==> config.mk <==
export PLATFORM = sky130hd
export DESIGN_NAME = instr_fetch
export DESIGN_NICKNAME = d
export VERILOG_FILES = /design/src/rtl/core_pkg.sv /design/src/rtl/fetch_buf.sv /design/src/rtl/instr_fetch.sv
export SDC_FILE = /design/constraint.sdc
export NUM_CORES = 1
export LEC_CHECK = 0
export CORE_MARGIN = 3
export CORE_UTILIZATION = 54
export DETAILED_ROUTE_END_ITERATION = 8
export PLACE_DENSITY = 0.83
export SETUP_SLACK_MARGIN = 0.05
export SYNTH_ARGS = -nofsm -noshare
export SYNTH_HDL_FRONTEND = slang
export SYNTH_SLANG_ARGS = --single-unit
==> constraint.sdc <==
create_clock -name clk -period 8.2 [get_ports clk]
set_clock_uncertainty 0.1 [all_clocks]
set_input_delay 0.82 -clock clk [delete_from_list [all_inputs] [get_ports clk]]
set_output_delay 0.82 -clock clk [all_outputs]
set_load 0.01 [all_outputs]
==> src/rtl/core_pkg.sv <==
// Shared core types and constants for the RV32I pipeline.
// Provides XLEN, PC step, NOP encoding and the fetch-entry bundle.
package core_pkg;

    localparam int XLEN = 32;
    localparam logic [XLEN-1:0] PC_STEP = 32'd4;
    localparam logic [XLEN-1:0] INSTR_NOP = 32'h0000_0013;

    typedef struct packed {
        logic [XLEN-1:0] pc;
        logic [XLEN-1:0] instr;
    } fetch_entry_t;

    // Clear the byte-offset bits of an address.
    function automatic logic [XLEN-1:0] align_word(input logic [XLEN-1:0] a);
        return {a[XLEN-1:2], 2'b00};
    endfunction

endpackage

==> src/rtl/fetch_buf.sv <==
// Two-entry fetch FIFO holding {pc, instr} pairs for decode.
// Ports: clk, rst (async high); push/pop/flush controls; push_pc/push_instr in;
//        head_pc/head_instr out (head entry registers); count (0..2).
module fetch_buf
    import core_pkg::*;
(
    input  logic            clk,
    input  logic            rst,
    input  logic            push,
    input  logic            pop,
    input  logic            flush,
    input  logic [XLEN-1:0] push_pc,
    input  logic [XLEN-1:0] push_instr,
    output logic [XLEN-1:0] head_pc,
    output logic [XLEN-1:0] head_instr,
    output logic [1:0]      count
);

    fetch_entry_t head_q, head_d;
    fetch_entry_t tail_q, tail_d;
    logic [1:0]   count_q, count_d;
    fetch_entry_t in_entry;

    assign in_entry = '{pc: push_pc, instr: push_instr};

    always_comb begin
        head_d  = head_q;
        tail_d  = tail_q;
        count_d = count_q;
        if (flush) begin
            count_d = 2'd0;
        end else begin
            unique case ({push, pop})
                2'b10: begin
                    if (count_q == 2'd0) begin
                        head_d = in_entry;
                    end else begin
                        tail_d = in_entry;
                    end
                    count_d = count_q + 2'd1;
                end
                2'b01: begin
                    head_d  = tail_q;
                    count_d = count_q - 2'd1;
                end
                2'b11: begin
                    // Full: shift tail up, new word behind it.
                    // Single entry: the new word replaces the head.
                    if (count_q == 2'd2) begin
                        head_d = tail_q;
                        tail_d = in_entry;
                    end else begin
                        head_d = in_entry;
                    end
                end
                default: begin
                end
            endcase
        end
    end

    always_ff @(posedge clk or posedge rst) begin
        if (rst) begin
            head_q  <= '0;
            tail_q  <= '0;
            count_q <= 2'd0;
        end else begin
            head_q  <= head_d;
            tail_q  <= tail_d;
            count_q <= count_d;
        end
    end

    assign head_pc    = head_q.pc;
    assign head_instr = head_q.instr;
    assign count      = count_q;

endmodule

==> src/rtl/instr_fetch.sv <==
// Instruction fetch stage: owns the PC, reads the combinational imem,
// buffers words in fetch_buf and hands {pc, instr} to decode (valid/ready).
// Ports: clk, rst (async high), fetch_en, imem_addr/imem_rdata,
//        redir_valid/redir_pc, if_valid/if_ready/if_instr/if_pc.
module instr_fetch
    import core_pkg::*;
#(
    parameter logic [31:0] RESET_PC = 32'h0000_0000
) (
    input  logic        clk,
    input  logic        rst,
    input  logic        fetch_en,
    output logic [31:0] imem_addr,
    input  logic [31:0] imem_rdata,
    input  logic        redir_valid,
    input  logic [31:0] redir_pc,
    output logic        if_valid,
    input  logic        if_ready,
    output logic [31:0] if_instr,
    output logic [31:0] if_pc
);

    logic [XLEN-1:0] pc_q, pc_d;
    logic [1:0]      count;
    logic            push;
    logic            pop;

    // Redirect wins over everything: the head is not consumed and the
    // word at the old pc is dropped.
    assign pop  = if_valid & if_ready & ~redir_valid;
    assign push = fetch_en & ~redir_valid & ((count != 2'd2) | pop);

    always_comb begin
        pc_d = pc_q;
        if (redir_valid) begin
            pc_d = align_word(redir_pc);
        end else if (push) begin
            pc_d = pc_q + PC_STEP;
        end
    end

    always_ff @(posedge clk or posedge rst) begin
        if (rst) begin
            pc_q <= RESET_PC;
        end else begin
            pc_q <= pc_d;
        end
    end

    fetch_buf u_buf (
        .clk        (clk),
        .rst        (rst),
        .push       (push),
        .pop        (pop),
        .flush      (redir_valid),
        .push_pc    (pc_q),
        .push_instr (imem_rdata),
        .head_pc    (if_pc),
        .head_instr (if_instr),
        .count      (count)
    );

    assign imem_addr = pc_q;
    assign if_valid  = (count != 2'd0);

endmodule
==> qor.yml, run 1 <==
firstDrtPassIters: 5
p_sw_share_pct: 27.4
drive_gt1_share_pct: 14.7
ir_drop_v: 0.000158
drc: 0
synth_compound_area_share_pct: 12.7
yosys_most_used_dff: "dfrtp_1"
dp_cells: 934
max_slew_margin_pct: 44.3
die_w_um: 120
cp.arrival_ps: 3400
async_flop_share_pct: 100
yosysSeqAreaShare_pct: 56.1
synth_top_family_by_area: "simple AND/OR/NAND/NOR gates"
cts_tree: "built"
p_switching_w: 0.000672
synth.top_cells.by_area: "dfrtp_1 (56%), mux2_2 (10%), nand2_1 (8.5%)"
fp.dieH_um: 120
required_ps: 8440
worstMarginPinSlew_ps: 835
antenna_cells: 0
min_period_ps: 3150
synthCells: 642
setup_violations: 0
syn_area_um2: 7000
die_area_um2: 14400
grt_max_degree: 97
combPwrFrac_pct: 23.2
routedWlPerCell_um: 18.3
rsz0062_at_grt: "no"
power.total_w: 0.00245
status: "completed"
fin_util_pct: 75.0
gp_congestion: 0.877
synthAdderAreaFrac_pct: 0.179
cts_resized: 0
core_um2: 12400
vias_per_cell: 5.86
synthDistinctLibCells: 55
insertion_delay_ps: 430
cts_sinks: 157
synth_largest_area_cell: "dfrtp_1"
root_buffer: "clkbuf_16"
p_leak_nw: 4.00
syn_to_final_growth_pct: 32.5
antenna_found_initial: 0
post-cts-setup-buffers: 0
synth-edff-count: 0
io_buffer_count: 161
period_share_pct: 38.4
holdBufCountCts: 0
instances_no_fill: 966
gr-total-overflow: 0
power_density_nw_per_um2: 265
ys_ff_latch: 157
synth_mux_area_share_pct: 10.8
initial_core_util_pct: 56.6
p_clk_share_pct: 32.0
yosysWarnings: 0
ctsHtreeMaxLevel: 4
grt_pass1_wl_mm: 28.8
yosysTopAreaCellShare_pct: 56.1
drv_cap: 0
routed_wl_mm: 17.7
syn_avg_cell_area_um2: 10.9
drt_iter0_markers: 551
maxClockFrequency_mhz: 317
whs_ps: 391
seq_power_share_pct: 44.9
fin_nets: 855
clk_pin_slew_ps: 60
crit_fanout: 43
start_kind: "input pin"
intPower_w: 0.00178
ant_nets: 0
boundaryPins: 166
end_kind: "register"
path_class: "in -> reg"
vias: 5665
grt_usage_pct: 25.2
r2r_setup_slack_ps: 5680
dp_hpwl_mm: 11.7
tns_ps: 0
drv_slew: 0
clockBufferDepth: 2
cts_made_buffers: 17
hold_path_class: "reg -> reg"
core.rowCount: 40
report.final.hold_viol_count: 0
synth-simple-area-share_pct: 16.7
grt_pass1_vias: 5686
synth_xor_area_share_pct: 0.125
through the flow:
step / instance area [µm²] / setup WS (ps)
global placement: 8680 / 4700
CTS: 9270 / 5070
global route: 9270 / 4930
floorplan: 7000 / 3050
detailed placement: 8680 / 4650
finish: 9270 / 5050
flip-flops by register name (all words and copies together) (netlist names):
register,count
imem_addr,30
u_buf.count,2
u_buf.head_pc,31
u_buf.tail_q,62
u_buf.head_instr,32
path summary, 6_finish.rpt:
kind,from,to,cells past startpoint
min,u_buf.tail_q[55],u_buf.head_pc[23],2
max,redir_valid,imem_addr[27],7
max reg2reg,u_buf.count[0],u_buf.tail_q[5],5
min reg2reg,u_buf.tail_q[55],u_buf.head_pc[23],2
min in group asynchronous,rst,u_buf.head_pc[7],2
max in group asynchronous,rst,u_buf.head_instr[16],3
power groups by stage:
| stage | registers (W) | logic, W | clock network, W |
|---|---|---|---|
| 2_1_floorplan | 0.00112 | 0.000251 | 0 |
| 3_3_place_gp | 0.00109 | 0.000554 | 0 |
| 3_5_place_dp | 0.00111 | 0.000573 | 0 |
| 4_1_cts | 0.00110 | 0.000578 | 0.000796 |
| 5_1_grt | 0.00112 | 0.000617 | 0.000831 |
| 6_report | 0.00110 | 0.000569 | 0.000784 |
synthesized netlist by cell type, types with 2 or more instances:
library cell  number
nand2_1          159
dfrtp_1          157
a22oi_1           63
mux2_2            62
buf_2             26
nand3_1           20
clkbuf_1          14
o21ai_0           13
o211ai_1          11
o311ai_0           9
nor2_1             8
nor2b_1            8
and3_1             6
mux2i_1            6
a21oi_1            5
a221o_1            5
inv_1              5
nand4_1            5
or4_1              5
and2_1             4
buf_4              4
nor3_1             4
and4_1             3
nor4_1             3
a211oi_1           2
a31o_2             2
a31oi_1            2
nand2b_1           2
nand4_2            2
nand4_4            2
cells in the final DEF, fill, tap and decap left out, drive strengths merged, types with 3 or more instances in the layout:
cell,n
nor4,3
clkbuf,24
a22oi,63
nor2b,8
inv,6
nor2,9
nand3,21
o211ai,11
a221o,6
a21oi,6
nand2,159
and2,6
nor3,5
nand4,9
clkinvlp,5
clkdlybuf4s50,161
and4,4
mux2,62
o21ai,14
o311ai,9
mux2i,6
buf,7
and3,7
dfrtp,157
or4,5
cells by family (layout without fill, tap and decap cells):
logic type               after synthesis  in the layout
AND/OR/NAND/NOR                      244            244
flip-flops                           157            157
AO/OA/AOI/OAI                        120            120
multiplexers                          68             68
buffers and inverters                 50            205
adder cells (fa/ha/maj)                1              1
other                                  1              2
XOR/XNOR                               1              1
worst max-delay path: stages:
cell and delay [ps]:
clkdlybuf4s50_1 410, buf_4 270, nor2b_1 230, o21a_1 690
nand4_2 400, nor3_1 340, mux2i_1 210
layout make-up:
| type | count | area, µm² |
|---|---|---|
| Multi-Input combinational cell | 436 | 2850 |
| Sequential cell | 157 | 3930 |
| Clock inverter | 8 | 106 |
| Fill cell | 863 | 3090 |
| Timing Repair Buffer | 168 | 1660 |
| Tap cell | 168 | 210 |
| Clock buffer | 24 | 492 |
| Inverter | 5 | 23.8 |
metal layers:
layer / GRT usage, % / share of wire (%)
met2: 41.7 / 50
met4: 8.38 / 1.3
met3: 7.87 / 7.0
met5: 0 / 0
met1: 31.6 / 42
No activity file was read; power rests on OpenSTA's default activity.
==> inputs of run 2 (changes only) <==
--- a/config.mk
+++ b/config.mk
@@ -6,9 +6,9 @@
 export NUM_CORES = 1
 export LEC_CHECK = 0
 export CORE_MARGIN = 3
-export CORE_UTILIZATION = 54
+export CORE_UTILIZATION = 50
 export DETAILED_ROUTE_END_ITERATION = 8
-export PLACE_DENSITY = 0.83
+export PLACE_DENSITY = 0.77
 export SETUP_SLACK_MARGIN = 0.05
 export SYNTH_ARGS = -nofsm -noshare
 export SYNTH_HDL_FRONTEND = slang
==> constraint.sdc (replaced) <==
create_clock -name clk -period 2.9 [get_ports clk]
set_clock_uncertainty 0.1 [all_clocks]
set_input_delay 0.29 -clock clk [delete_from_list [all_inputs] [get_ports clk]]
set_output_delay 0.29 -clock clk [all_outputs]
set_load 0.01 [all_outputs]
==> run 2 against run 1 <==
  * Die area grew 7.6%
  * Sequential cell count did not move
  * Utilization is 5.0 points lower
  * Critical path type is now reg -> reg
  * Cell area grew 1.6%
==> qor.yml, run 2 (same netlist as run 1, synthesis figures left out) <==
die_w_um: 124  # +3.7%
mostFrequentLayoutCell: "clkdlybuf4s50_1"
p_clk_share_pct: 33.3  # +1.3 points
syn_to_final_growth_pct: 34.6
ctsHtreeMaxLevel: 4  # unchanged
io_buffer_count: 161  # unchanged
worstMarginPinSlew_ps: 769  # -66.8 ps
holdBufCountCts: 0  # unchanged
drt_iter0_markers: 414  # -25%
hold_path_class: "in -> async"
die_area_um2: 15500  # +7.6%
tns_ps: 0  # unchanged
whs_ps: 266  # -125 ps
clockBufferDepth: 2  # unchanged
cts_made_buffers: 17  # unchanged
core.rowCount: 42  # +5.0%
grt_usage_pct: 24.0  # -1.2 points
fp.dieH_um: 124  # +3.7%
seq_power_share_pct: 43.8  # -1.1 points
report.final.hold_viol_count: 0  # unchanged
power.total_w: 0.00711  # +190%
grt_max_degree: 60  # -38%
dp_hpwl_mm: 12.3  # +5.5%
period_share_pct: 74.7
ir_drop_v: 0.000425  # +170%
vias: 5663  # -0.035%
cts_tree: "built"
drive_gt1_share_pct: 16.1  # +1.4 points
cts_sinks: 157  # unchanged
vias_per_cell: 5.75  # -2.0%
end_kind: "register"
antenna_cells: 0  # unchanged
routedWlPerCell_um: 18.3  # -0.24%
boundaryPins: 166  # unchanged
top_register: "u_buf.tail_q"
core_um2: 13500  # +8.8%
drv_slew: 0  # unchanged
fillCellCount: 1005  # +16%
p_leak_nw: 4.09  # +2.2%
post-cts-setup-buffers: 0  # unchanged
antenna_found_initial: 0  # unchanged
grt_pass1_wl_mm: 30.3  # +5.0%
maxClockFrequency_mhz: 462
r2r_setup_slack_ps: 730  # -4950 ps
firstDrtPassIters: 4  # -1
p_sw_share_pct: 27.4  # +0.029 points
path_class: "reg -> reg"
required_ps: 3100  # -5340 ps
rsz0062_at_grt: "no"
initial_core_util_pct: 52.0  # -4.6 points
setup_violations: 0  # unchanged
drv_cap: 0  # unchanged
root_buffer: "clkbuf_16"
placed_area_um2: 8790  # +1.3%
crit_fanout: 9  # -79%
routed_wl_mm: 18.0  # +1.7%
cts_resized: 0  # unchanged
stdcell_area_um2: 9420  # +1.6%
clk_pin_slew_ps: 60  # about the same
max_slew_margin_pct: 48.6  # +4.3 points
p_switching_w: 0.00195  # +190%
start_kind: "register"
most-common-layout-cells: "clkdlybuf4s50_1 (161), nand2_1 (159), dfrtp_1 (157), a22oi_1 (63), mux2_2 (62)"
grt_pass1_vias: 5971  # +5.0%
largest_register_ffs: 62  # unchanged
combPwrFrac_pct: 22.9  # -0.3 points
intPower_w: 0.00516  # +190%
gr-total-overflow: 0  # unchanged
fin_nets: 866  # +1.3%
cp.arrival_ps: 2370  # -1030 ps
power_density_nw_per_um2: 754  # +190%
min_period_ps: 2170
ant_nets: 0  # unchanged
drc: 0  # unchanged
status: "completed"
gp_congestion: 0.944  # +7.6%
insertion_delay_ps: 420  # about the same
==> run 2: worst max-delay path, stage by stage (launching register included) <==
cell and delay [ps]:
dfrtp_1 460, nand2b_1 210, o21ai_1 580, buf_4 280
o21ai_0 110, a221o_1 300
==> run 2: per-stage QoR <==
stage               instances  util (%)  setup WS (ps)
floorplan                 643         -            523
global placement          953      65.4            470
detailed placement        953      65.4            401
CTS                       985      70.1            766
global route              985      70.1            602
finish                    985      70.1            735
==> run 2: final cells by class <==
cell class                      instances  area [µm²]  share of cell area [%]
Clock buffer                           19         443                    4.70
Inverter                                5        22.5                   0.239
Timing Repair Buffer                  179        1770                    18.8
Tap cell                              176         220                    2.34
Clock inverter                         13         189                    2.00
Multi-Input combinational cell        436        2850                    30.2
Sequential cell                       157        3930                    41.7
==> run 2: power by group through the flow <==
stage / Sequential (W) / Combinational [W] / Clock, W
floorplan: 0.00317 / 0.000709 / 0
global placement: 0.00310 / 0.00158 / 0
detailed placement: 0.00314 / 0.00164 / 0
CTS: 0.00311 / 0.00165 / 0.00239
global route: 0.00319 / 0.00177 / 0.00249
finish: 0.00312 / 0.00163 / 0.00237
==> run 2: routing by layer <==
metal	global-route usage [%]	vias up	wire length [µm]	part of all wire [%]
met1	32.0	2796	7750	43
met4	8.32	0	310	1.7
li1	-	2612	-	-
met2	38.5	227	8720	48
met5	0	-	0	0
met3	6.09	28	1210	6.7
==> run 2: worst paths after layout <==
path                       cells past startpoint             from              endpoint
setup / recovery                               5   u_buf.count[0]         imem_addr[10]
hold / removal                                 2              rst   u_buf.head_instr[4]
setup reg to reg                               5   u_buf.count[0]         imem_addr[10]
hold reg to reg                                2  u_buf.tail_q[7]   u_buf.head_instr[7]
max in group asynchronous                      3              rst      u_buf.tail_q[36]
min in group clk                               3   imem_rdata[24]  u_buf.head_instr[24]
==> inputs of run 3 (changes only) <==
==> constraint.sdc (replaced) <==
create_clock -name clk -period 2 [get_ports clk]
set_clock_uncertainty 0.1 [all_clocks]
set_input_delay 0.2 -clock clk [delete_from_list [all_inputs] [get_ports clk]]
set_output_delay 0.2 -clock clk [all_outputs]
set_load 0.01 [all_outputs]
==> run 3 against run 2 <==
  * Combinational power rose by 57%
  * Sequential power grew 43%
  * Register-to-register slack worse by 570 ps
  * Sequential share of layout area fell by 1.7 points
  * Via count up 3.5%
  * Routed wire length increased by 4.7%
  * Die area stayed put
  * Sequential cell count did not move
==> qor.yml, run 3 (same netlist as run 1, synthesis figures left out) <==
most-common-layout-cells: "clkdlybuf4s50_1 (160), nand2_1 (159), dfrtp_1 (152), a22oi_1 (63), mux2_2 (62)"
cts_sinks: 157  # unchanged
worstMarginPinSlew_ps: 620  # -149 ps
largest_register_ffs: 62  # unchanged
gp_congestion: 0.902  # -4.4%
ant_nets: 0  # unchanged
required_ps: 1700  # -1400 ps
syn_to_final_growth_pct: 40.5
tns_ps: 0  # unchanged
rsz0062_at_grt: "yes"
fp.dieH_um: 124  # unchanged
firstDrtPassIters: 7  # +3
grt_pass1_vias: 6120  # +2.5%
drc: 0  # unchanged
end_kind: "primary output"
boundaryPins: 166  # unchanged
clockBufferDepth: 2  # unchanged
core_um2: 13500  # unchanged
crit_fanout: 9  # unchanged
mostFrequentLayoutCell: "clkdlybuf4s50_1"
drive_gt1_share_pct: 20.8  # +4.7 points
cts_tree: "built"
setup_violations: 0  # unchanged
top_register: "u_buf.tail_q"
insertion_delay_ps: 420  # about the same
min_period_ps: 1890
cp.arrival_ps: 1590  # -780 ps
start_kind: "register"
grt_usage_pct: 24.9  # +0.89 points
grt_max_degree: 39  # -35%
ir_drop_v: 0.000627  # +47%
holdBufCountCts: 0  # unchanged
critPathBufInv: 1  # unchanged
p_leak_nw: 4.30  # +5.3%
report.final.hold_viol_count: 0  # unchanged
antenna_cells: 0  # unchanged
hold_path_class: "in -> async"
instances_no_fill: 1022  # +3.8%
initial_core_util_pct: 52.0  # unchanged
power_density_nw_per_um2: 1040  # +38%
root_buffer: "clkbuf_16"
max_slew_margin_pct: 58.6  # +10 points
grt_pass1_wl_mm: 31.4  # +3.9%
power.total_w: 0.0102  # +44%
die_w_um: 124  # unchanged
ctsHtreeMaxLevel: 4  # unchanged
drv_cap: 0  # unchanged
whs_ps: 110  # -156 ps
dp_cells: 990  # +3.9%
gr-total-overflow: 0  # unchanged
slowest_stage: "clkdlybuf4s50_1"
routed_wl_mm: 18.8  # +4.7%
status: "completed"
stdcell_area_um2: 9840  # +4.4%
period_share_pct: 94.3
drt_iter0_markers: 397  # -4.1%
routedWlPerCell_um: 18.4  # +0.91%
cts_made_buffers: 17  # unchanged
path_cells: "clkdlybuf4s50_1"
fin_nets: 903  # +4.3%
cp_slowest_stage_delay_ps: 610  # +30 ps
die_area_um2: 15500  # unchanged
path_class: "reg -> out"
placed_area_um2: 9220  # +4.9%
maxClockFrequency_mhz: 530
clk_pin_slew_ps: 60  # about the same
vias: 5863  # +3.5%
core.rowCount: 42  # unchanged
dp_hpwl_mm: 13.1  # +6.2%
drv_slew: 0  # unchanged
io_buffer_count: 161  # unchanged
cp_top_family: "buffers and inverters"
vias_per_cell: 5.74  # -0.22%
antenna_found_initial: 0  # unchanged
[run 3: changes by cell type in the layout (fill, tap and decap cells not counted), moves of 3 or more]
cell      previous run  this run
clkbuf_8             1         4
dfrtp_1            157       152
buf_12               2        14
dfrtp_2              0         5
buf_4               16        41
[run 3: per-stage QoR]
stage               utilization (%)  setup slack [ps]
CTS                            73.0              72.5
floorplan                         -              -287
detailed placement             68.5              -305
global placement               68.5              -173
global route                   73.1              44.3
finish                         73.1               114
[run 3: repair_timing]
item,in CTS,in global routing
setup endpoints to repair,2,105
buffers inserted,0,0
resized for setup,2,9
[run 3: path summary, 6_finish.rpt]
| kind | from | end | slack (ps) | cells past startpoint |
|---|---|---|---|---|
| max | imem_addr[18] | imem_addr[18] | 110 | 1 |
| min | rst | u_buf.head_instr[1] | 110 | 2 |
| max reg2reg | imem_addr[13] | imem_addr[22] | 160 | 5 |
| min reg2reg | u_buf.tail_q[14] | u_buf.head_instr[14] | 380 | 2 |
| max in group asynchronous | rst | imem_addr[10] | 1110 | 3 |
| min in group clk | imem_rdata[19] | u_buf.head_instr[19] | 240 | 3 |
[run 3: report_power, final]
part / total, W / switching (W) / internal, W
registers: 0.00446 / 0.000492 / 0.00397
clock network: 0.00322 / 0.00126 / 0.00196
logic: 0.00256 / 0.00106 / 0.00150
[run 3: layout make-up]
| class | count | area [µm²] |
|---|---|---|
| Sequential cell | 157 | 3940 |
| Fill cell | 967 | 3620 |
| Multi-Input combinational cell | 436 | 2860 |
| Timing Repair Buffer | 216 | 2200 |
| Clock buffer | 22 | 484 |
| Tap cell | 176 | 220 |
| Clock inverter | 10 | 113 |
| Inverter | 5 | 22.5 |
[run 3: metal layers]
metal | global-route usage (%) | wire (µm) | vias up
met5 | 0 | 0 | -
met4 | 8.06 | 242 | 0
met3 | 6.13 | 1170 | 21
met2 | 40.7 | 9200 | 229
met1 | 32.8 | 8220 | 2933
li1 | - | - | 2680
==> patch (config.mk and constraints of run 1) <==
Make the reset (`rst`) synchronous in 2 clocked blocks. Comments in the files are not updated.
--- a/src/rtl/fetch_buf.sv
+++ b/src/rtl/fetch_buf.sv
@@ -61,3 +61,3 @@
 
-    always_ff @(posedge clk or posedge rst) begin
+    always_ff @(posedge clk) begin
         if (rst) begin
--- a/src/rtl/instr_fetch.sv
+++ b/src/rtl/instr_fetch.sv
@@ -41,3 +41,3 @@
 
-    always_ff @(posedge clk or posedge rst) begin
+    always_ff @(posedge clk) begin
         if (rst) begin
Check against the original RTL: differs if rst is asserted again (counterexample within 4 cycles, from zero or initial values and one cycle with rst high); with rst held inactive, the same outputs for 4 cycles.
==> patch against run 1 <==
Setup slack worse by 800 ps. Critical endpoint is now u_buf.head_instr[21]. Sequential share of layout area down 8.2 points. Routed wire length up 5.7%. Synthesized area up 0.98%. Via count up 15%. Design area down 1.5%. Sequential cell count down 1. Count of clock-buffer cells in the layout down 4. Worst hold slack worse by 38 ps. Highest routed layer unchanged.
Power is not compared: it rests on default switching activity, and its combinational part moved more than twofold at a synthesized area within 25%.
==> patch: results (changes against run 1) <==
Finish
  • NumNets Final: 1,012 (+18%)
  • Diode count: 0 (unchanged)
  • Biggest register: u_buf.tail_q
  • Area Growth Syn to Fin: 29.2%
  • Layout cells sized above 1: 5.65% (-9.0 points)
  • # fillers: 1,026 (+19%)

Route
  • Drt first pass iters: 5 (unchanged)
  • Detailed Route Iter0 Violations: 633 (+15%)
  • Routed WL: 18.7 mm (+5.7%)
  • Via/cell ratio: 5.80 (-1.1%)
  • WL/cell: 16.6 um (-9.4%)

Clock tree
  • Clk_lat worst skew: 420 ps
  • Post-CTS setup buffers: 0 (unchanged)
  • CTS Root Cell: clkbuf_16
  • CTS Buf Count: 17 (unchanged)
  • H-Tree Depth: 4 (unchanged)
  • Clk buf depth: 2 (unchanged)
  • Post_cts resized: 0 (unchanged)

Synth
  • Cell variety after synth: 53 (-3.6%)
  • Post-Synthesis Cells: 837 (+30%)
  • Ys async rst share: 0% (-100 points)
  • Sequential area share after synthesis: 44.2% (-12 points)
  • Top post-synthesis cells by area: dfxtp_1 (44%), mux2i_1 (9.3%), nand2_1 (8.2%)
  • Commonest cells in the netlist: dfxtp_1 (156), nand2_1 (154), a21oi_1 (70), nor2_1 (70), mux2i_1 (66)
  • Yosys Warn Count: 0 (unchanged)

Placed design
  • Input/output buffers: 159 (-1.2%)
  • Placer Congestion: 0.831 (-5.3%)
  • Detailed placement HPWL: 11.5 mm (-1.4%)
  • Post-DP Area: 8540 um2 (-1.6%)
  • Post-Place Cells: 1,095 (+17%)
  • Pre-CTS setup slack: 3910 ps (-737 ps)

STA
  • Slew margin rel.: 17.2% (-27 points)
  • Worst setup margin: 4250 ps (-798 ps)

Hold path
  • Worst hold path class: register to register

Critical path
  • Max stage delay cell, worst path: buf_4
  • Arr. time, crit path: 4160 ps (+760 ps)
  • Critical path peak fanout: 90 (+110%)
  • CP max stage delay: 820 ps (+130 ps)

GRT
  • GRT Overall Usage: 25.7% (+0.48 points)
  • First-pass GRT wire length: 30.3 mm (+5.2%)
  • Vias in the first global route: 6,074 (+6.8%)
  • Largest net degree at the start of global routing: 102 (+5.2%)

Power and ir drop
  • Max IR drop VDD: 0.000110 V

Status
  • Outcome: complete, no violations
patch: changes by cell type in the layout (fill, tap and decap cells not counted), sizes merged, moves of 22 or more:
cell and delta:
a31oi +22, mux2i +60, mux2 -62, nor2 +61, dfxtp +156, a22oi -62
a211oi +63, a21oi +64, dfrtp -157
patch: metal layers:
| layer | routed length [um] | track usage [%] | up-vias |
|---|---|---|---|
| met1 | 8360 | 34.4 | 3040 |
| li1 | - | - | 3209 |
| met4 | 305 | 9.28 | 0 |
| met5 | 0 | 0 | - |
| met3 | 1320 | 5.99 | 26 |
| met2 | 8700 | 40.6 | 261 |
patch: cell type report:
class,instances,share of cell area (%)
clock buffer,20,5.00
clock inverter,12,1.55
multi-input combinational,593,38.6
timing repair buffer,166,18.0
tap,172,2.36
inverter,8,0.329
sequential,156,34.2
patch: logic make-up (layout without fill, tap and decap cells):
kind of cell	after synthesis	count (layout)	share of synthesized area [%]
buffers and inverters	91	206	6.41
flip-flops	156	156	44.2
AO/OA/AOI/OAI	203	203	19.1
XOR/XNOR	2	2	0.248
other	1	4	0.0531
adder cells (fa/ha/maj)	1	1	0.177
multiplexers	66	66	9.35
AND/OR/NAND/NOR	317	317	20.4
patch: power breakdown:
group	switching [mW]	total, mW	internal, mW
registers	0.0356	0.828	0.793
logic	0.112	0.234	0.122
clock network	0.313	0.779	0.466
patch: worst max-delay path: cells and delay by family:
kind | cells | cell delay (ps)
buf+inv | 2 | 1580
compound gates | 2 | 1040
simple gates | 2 | 670
patch: final timing paths:
path	from	end	slack [ps]	cells past startpoint
max	fetch_en	u_buf.head_instr[21]	4250	6
min reg2reg	u_buf.tail_q[48]	u_buf.tail_q[48]	350	2
max reg2reg	u_buf.count[1]	u_buf.head_instr[21]	5030	5
min	u_buf.tail_q[48]	u_buf.tail_q[48]	350	2
